<file path="src/rtl/cache_pkg.sv">
// Shared definitions for the cache block-fill controller: block geometry,
// word-index width and the fill FSM state encoding.
package cache_pkg;

    // One cache block is eight 16-bit words (16 bytes).
    localparam int WORDS_PER_BLOCK   = 8;
    localparam int BLOCK_OFFSET_BITS = 4;
    localparam int WORD_IDX_BITS     = 3;

    // Index of the final word in a block, used to detect the end of a fill.
    localparam logic [WORD_IDX_BITS-1:0] LAST_WORD_IDX = WORD_IDX_BITS'(WORDS_PER_BLOCK - 1);

    // Fill controller states.
    typedef enum logic {
        IDLE = 1'b0,
        FILL = 1'b1
    } fill_state_e;

endpackage : cache_pkg

</file>
<file path="src/rtl/cache_fill_fsm_wrap_counter.sv">
// Module wrap_counter: 3-bit word-offset counter with synchronous load and
// increment. The count wraps 7 -> 0, so a fill that starts mid-block walks
// through every word of the block exactly once.
module wrap_counter
    import cache_pkg::*;
(
    input  logic                     clk,
    input  logic                     rst_n,
    input  logic                     load,
    input  logic [WORD_IDX_BITS-1:0] load_value,
    input  logic                     inc,
    output logic [WORD_IDX_BITS-1:0] count
);

    // Load wins over increment so a new fill always starts at its own offset.
    always_ff @(posedge clk or negedge rst_n) begin
        // NOTE: sequential state uses <= so every flop samples pre-edge values.
        if (!rst_n) begin
            count <= '0;
        end else if (load) begin
            count <= load_value;
        end else if (inc) begin
            count <= count + WORD_IDX_BITS'(1);
        end
    end

endmodule : wrap_counter

</file>
<file path="src/rtl/cache_fill_fsm.sv">
// cache_fill_fsm: fetches one 16-byte cache block from a pipelined,
// fixed-latency memory after a miss. Eight word reads are issued on eight
// consecutive cycles; each returned word is written straight into the data
// array, and the tag/valid write is pulsed together with the eighth word.
//
// Build option: define FILL_CRITICAL_WORD_FIRST_EN to start the fill at the
// missing word (miss_address[3:1]) and wrap round the block; otherwise every
// fill starts at word 0.
module cache_fill_fsm
    import cache_pkg::*;
#(
    parameter int ADDR_WIDTH      = 16,
    parameter int WORDS_PER_BLOCK = 8
) (
    input  logic                  clk,
    input  logic                  rst_n,
    input  logic                  miss_detected,
    input  logic [ADDR_WIDTH-1:0] miss_address,
    output logic                  fsm_busy,
    output logic                  mem_enable,
    output logic [ADDR_WIDTH-1:0] memory_address,
    input  logic                  mem_data_valid,
    input  logic [15:0]           mem_data,
    output logic                  write_data_array,
    output logic [2:0]            data_array_word,
    output logic [15:0]           data_array_data,
    output logic                  write_tag_array
);

    localparam int BLOCK_BITS = ADDR_WIDTH - BLOCK_OFFSET_BITS;

    // Terminal value of the issue/receive counts for this block size.
    localparam logic [WORD_IDX_BITS-1:0] LAST_CNT = WORD_IDX_BITS'(WORDS_PER_BLOCK - 1);

    fill_state_e              state;
    logic [BLOCK_BITS-1:0]    block_q;
    logic                     issue_active;
    logic [WORD_IDX_BITS-1:0] issue_cnt;
    logic [WORD_IDX_BITS-1:0] recv_cnt;
    logic [WORD_IDX_BITS-1:0] issue_off;
    logic [WORD_IDX_BITS-1:0] recv_off;
    logic [WORD_IDX_BITS-1:0] start_off;
    logic                     accept_miss;
    logic                     recv_word;
    logic                     recv_last;
    logic                     unused_offset_bits;

    // A miss is only taken while idle; requests during a fill are dropped.
    assign accept_miss = (state == IDLE) && miss_detected;

    // Returned words count only while filling, so stale returns after a
    // reset or stray strobes while idle never reach the data array.
    assign recv_word = (state == FILL) && mem_data_valid;
    assign recv_last = recv_word && (recv_cnt == LAST_CNT);

`ifdef FILL_CRITICAL_WORD_FIRST_EN
    assign start_off = miss_address[BLOCK_OFFSET_BITS-1:1];
`else
    assign start_off = '0;
`endif

    // Byte-offset bits are not needed in every build; fold them together so
    // the intentional non-use is explicit.
    assign unused_offset_bits = ^miss_address[BLOCK_OFFSET_BITS-1:0];

    // Offset of the word whose read is being issued this cycle.
    wrap_counter u_issue_counter (
        .clk        (clk),
        .rst_n      (rst_n),
        .load       (accept_miss),
        .load_value (start_off),
        .inc        (issue_active),
        .count      (issue_off)
    );

    // Offset of the word that the next returned read belongs to.
    wrap_counter u_recv_counter (
        .clk        (clk),
        .rst_n      (rst_n),
        .load       (accept_miss),
        .load_value (start_off),
        .inc        (recv_word),
        .count      (recv_off)
    );

    // Fill sequencing: latch the block, issue eight reads, retire after the
    // eighth returned word.
    always_ff @(posedge clk or negedge rst_n) begin
        if (!rst_n) begin
            state        <= IDLE;
            block_q      <= '0;
            issue_active <= 1'b0;
            issue_cnt    <= '0;
            recv_cnt     <= '0;
        end else begin
            case (state)
                IDLE: begin
                    if (accept_miss) begin
                        block_q      <= miss_address[ADDR_WIDTH-1:BLOCK_OFFSET_BITS];
                        issue_cnt    <= '0;
                        recv_cnt     <= '0;
                        issue_active <= 1'b1;
                        state        <= FILL;
                    end
                end
                FILL: begin
                    if (issue_active) begin
                        issue_cnt <= issue_cnt + WORD_IDX_BITS'(1);
                        if (issue_cnt == LAST_CNT) begin
                            issue_active <= 1'b0;
                        end
                    end
                    if (recv_word) begin
                        recv_cnt <= recv_cnt + WORD_IDX_BITS'(1);
                        if (recv_cnt == LAST_CNT) begin
                            state <= IDLE;
                        end
                    end
                end
                default: begin
                    state <= IDLE;
                end
            endcase
        end
    end

    // Output decode: everything is forced to zero outside a fill so the
    // memory and array interfaces stay quiet while idle or in reset.
    always_comb begin
        // NOTE: defaults first so no output path can infer a latch.
        fsm_busy         = 1'b0;
        mem_enable       = 1'b0;
        memory_address   = '0;
        write_data_array = 1'b0;
        data_array_word  = '0;
        data_array_data  = '0;
        write_tag_array  = 1'b0;
        if (state == FILL) begin
            fsm_busy         = 1'b1;
            mem_enable       = issue_active;
            memory_address   = {block_q, issue_off, 1'b0};
            write_data_array = recv_word;
            data_array_word  = recv_off;
            write_tag_array  = recv_last;
            if (recv_word) begin
                data_array_data = mem_data;
            end
        end
    end

endmodule : cache_fill_fsm

</file>
<file path="config.mk">
export PLATFORM = sky130hd
export DESIGN_NAME = cache_fill_fsm
export DESIGN_NICKNAME = d
export VERILOG_FILES = /design/src/rtl/cache_pkg.sv /design/src/rtl/cache_fill_fsm_wrap_counter.sv /design/src/rtl/cache_fill_fsm.sv
export SDC_FILE = /design/constraint.sdc
export NUM_CORES = 1
export LEC_CHECK = 0
export CORE_MARGIN = 2
export CORE_UTILIZATION = 42
export CTS_CLUSTER_SIZE = 24
export DETAILED_ROUTE_END_ITERATION = 12
export PLACE_DENSITY_LB_ADDON = 0.05
export SLEW_MARGIN = 20
export SYNTH_ARGS = -nofsm -noshare
export SYNTH_HDL_FRONTEND = slang
export SYNTH_SLANG_ARGS = --single-unit
</file>
<file path="constraint.sdc">
create_clock -name clk -period 2.6 [get_ports clk]
set_input_delay 0.52 -clock clk [delete_from_list [all_inputs] [get_ports clk]]
set_output_delay 0.52 -clock clk [all_outputs]
set_load 0.005 [all_outputs]
</file>
==> impl_metrics.toml <==
[outcome]
status = "finished clean"

[synth]
synthFlopType = "dfrtp_1"
synth_area_per_cell_um2 = 11.55
synthArstFlopShare = 1.000
synth_nets = 168
ys_ff_latch = 26
syn_area_mm2 = 0.001455
syn_inst = 126
seq_area_frac_synth = 0.4471
synth-edff-count = 0
synth.yosys.warnings = 0
synthDistinctLibCells = 27

[route]
routedWlPerCell_um = 12.58
ant_nets = 0
wl_um = 2993
drc = 0
first_pass_iters = 3
vias = 1158
routed_via_density = 4.866
drtIter0Drc = 22

[clocking]
clk_latency_ps = 300
cts-root-buf = "clkbuf_4"
cts_sinks = 26
clk_pin_slew_worst_paths_ps = 120
cts_tree = "done"
post-cts-setup-buffers = 0
cts_made_buffers = 3
cts_hold_buf = 0
cts.path.max_buffers = 2
cts_resized = 0
htree_levels = 1

[critical_path]
endpoint_kind = "output port"
cp.required_ps = 2080
path_buf_inv = 2
path_delay_family = "buffers and inverters"
crit_path_top_delay_cell = "dfrtp_1"
critPathMaxFanout = 24
path_cells = "buf_4 -> and3_1 -> clkdlybuf4s50_1"
crit_type = "flop to output port"
max_stage_delay_ps = 600
worstPathArrival_ps = 1890
cp-start-kind = "flop"

[sta]
fin_crit_sh = 0.9278
timing.hold.ws_ps = 516.4
drv_slew = 0
fmax_ghz = 0.4145
fin_crit_ps = 2412
final-setup-viol-count = 0
setup-tns-final_ps = 0
finalHoldViolCount = 0
rsz0062_at_grt = "false"
fin_skew_ps = 8.159

[die]
core_area_mm2 = 0.003337
std_cell_rows = 21
io_pins = 75
die_x_um = 62.86
die-area_mm2 = 0.003951
initial_core_util = 0.4361
chipHeight_um = 62.86

[cells_and_area]
post-route-util = 0.6580
n_antenna_cell = 0
fillCellCount = 288
final_cell_area_mm2 = 0.002196
area_growth_syn_to_layout_pct = 50.90
drive_above_1_share = 0.1510
final_nets = 236

[power]
ir_drop_mv = 0.3452
power-per-cell-area_mw_per_mm2 = 972.8
power_leakage_nw = 0.9952
power.total_mw = 2.136

[placed_design]
place_congestion = 0.6718
hpwlAfterDp_um = 2239
port_buffers = 69
dpl-instance-area_mm2 = 0.002173

[global_routing]
grt_max_degree = 27
grt_usage = 0.1623
grt_pass1_vias = 1230
grt_pass1_wl_um = 5244
gr-total-overflow = 0
antenna_found_initial = 0

[hold_path]
hold_path.class = "flop to flop"

[run]
maxCapViolations = 0
## cell usage after synthesis, drive strengths merged, types with 3 or more instances
cell type  instances  area share
ha                 6       0.052
nor2               5       0.015
mux2              17        0.15
and3              17       0.073
dfrtp             26        0.45
xor2               3       0.018
buf                7       0.040
a22o               8       0.048
clkbuf             5       0.013
and2              20       0.086
## sequential cells by signal, summed over array words and instances, names as in the netlist
register               cells
state                      1
issue_active               1
issue_cnt                  3
recv_cnt                   3
u_recv_counter.count       3
block_q                   12
u_issue_counter.count      3
## cells in the final DEF (no fill, tap or decap), types with 3 or more instances in the layout
cell type	Yosys	layout
mux2_4	7	7
clkbuf_4	0	3
dfrtp_1	26	26
clkdlybuf4s50_1	0	69
nor2_1	4	4
buf_4	1	6
and2_1	20	20
and3_1	17	17
ha_1	6	6
mux2_2	10	10
a22o_1	8	8
xor2_1	3	3
## where the power goes
part           internal (mW)  switching (mW)
Clock                 0.0540           0.104
Combinational          0.840           0.367
Sequential             0.609           0.162
Total                   1.50           0.633
## metrics by stage
stage          instances  setup WS, ps
2_1_floorplan        126          1024
3_3_place_gp         235         214.0
3_5_place_dp         235         202.6
4_1_cts              238         144.6
5_1_grt              238         18.69
6_report             238         187.7
## area by class of cell
class                      count  area (um2)  share of cell area
multi-input combinational     87       725.7              0.3305
timing repair buffer          75       735.7              0.3350
sequential                    26       650.6              0.2963
inverter                       1       3.754            0.001709
tap                           46       57.56             0.02621
clock buffer                   3       22.52             0.01026
## kinds of logic (layout without fill, tap and decap cells)
logic type	Yosys count	in the layout	synth area share
AND/OR/NAND/NOR	46	46	0.1926
flip-flops	26	26	0.4471
multiplexers	18	18	0.1565
buffers and inverters	13	79	0.05589
AO/OA/AOI/OAI	12	12	0.06965
adder cells (fa/ha/maj)	6	6	0.05159
XOR/XNOR	4	4	0.02408
other	1	1	0.002577
## per-layer routing
metal	global-route usage	vias up	routed length, um
met3	0.03604	2	242
met5	0	-	0
li1	-	570	-
met1	0.1903	527	1308
met2	0.2886	59	1413
met4	0.05833	0	28
## final timing paths
kind	cells past startpoint	end	start	slack (ps)
worst max-delay path	3	data_array_data[14]	state	190
worst min-delay path	1	block_q[9]	block_q[9]	520
worst max register to register	4	block_q[1]	state	980
worst min register to register	1	block_q[9]	block_q[9]	520
max in group asynchronous	2	u_issue_counter.count[0]	rst_n	1770
min in group asynchronous	2	block_q[8]	rst_n	580
Power figures use the tool's default switching activity.
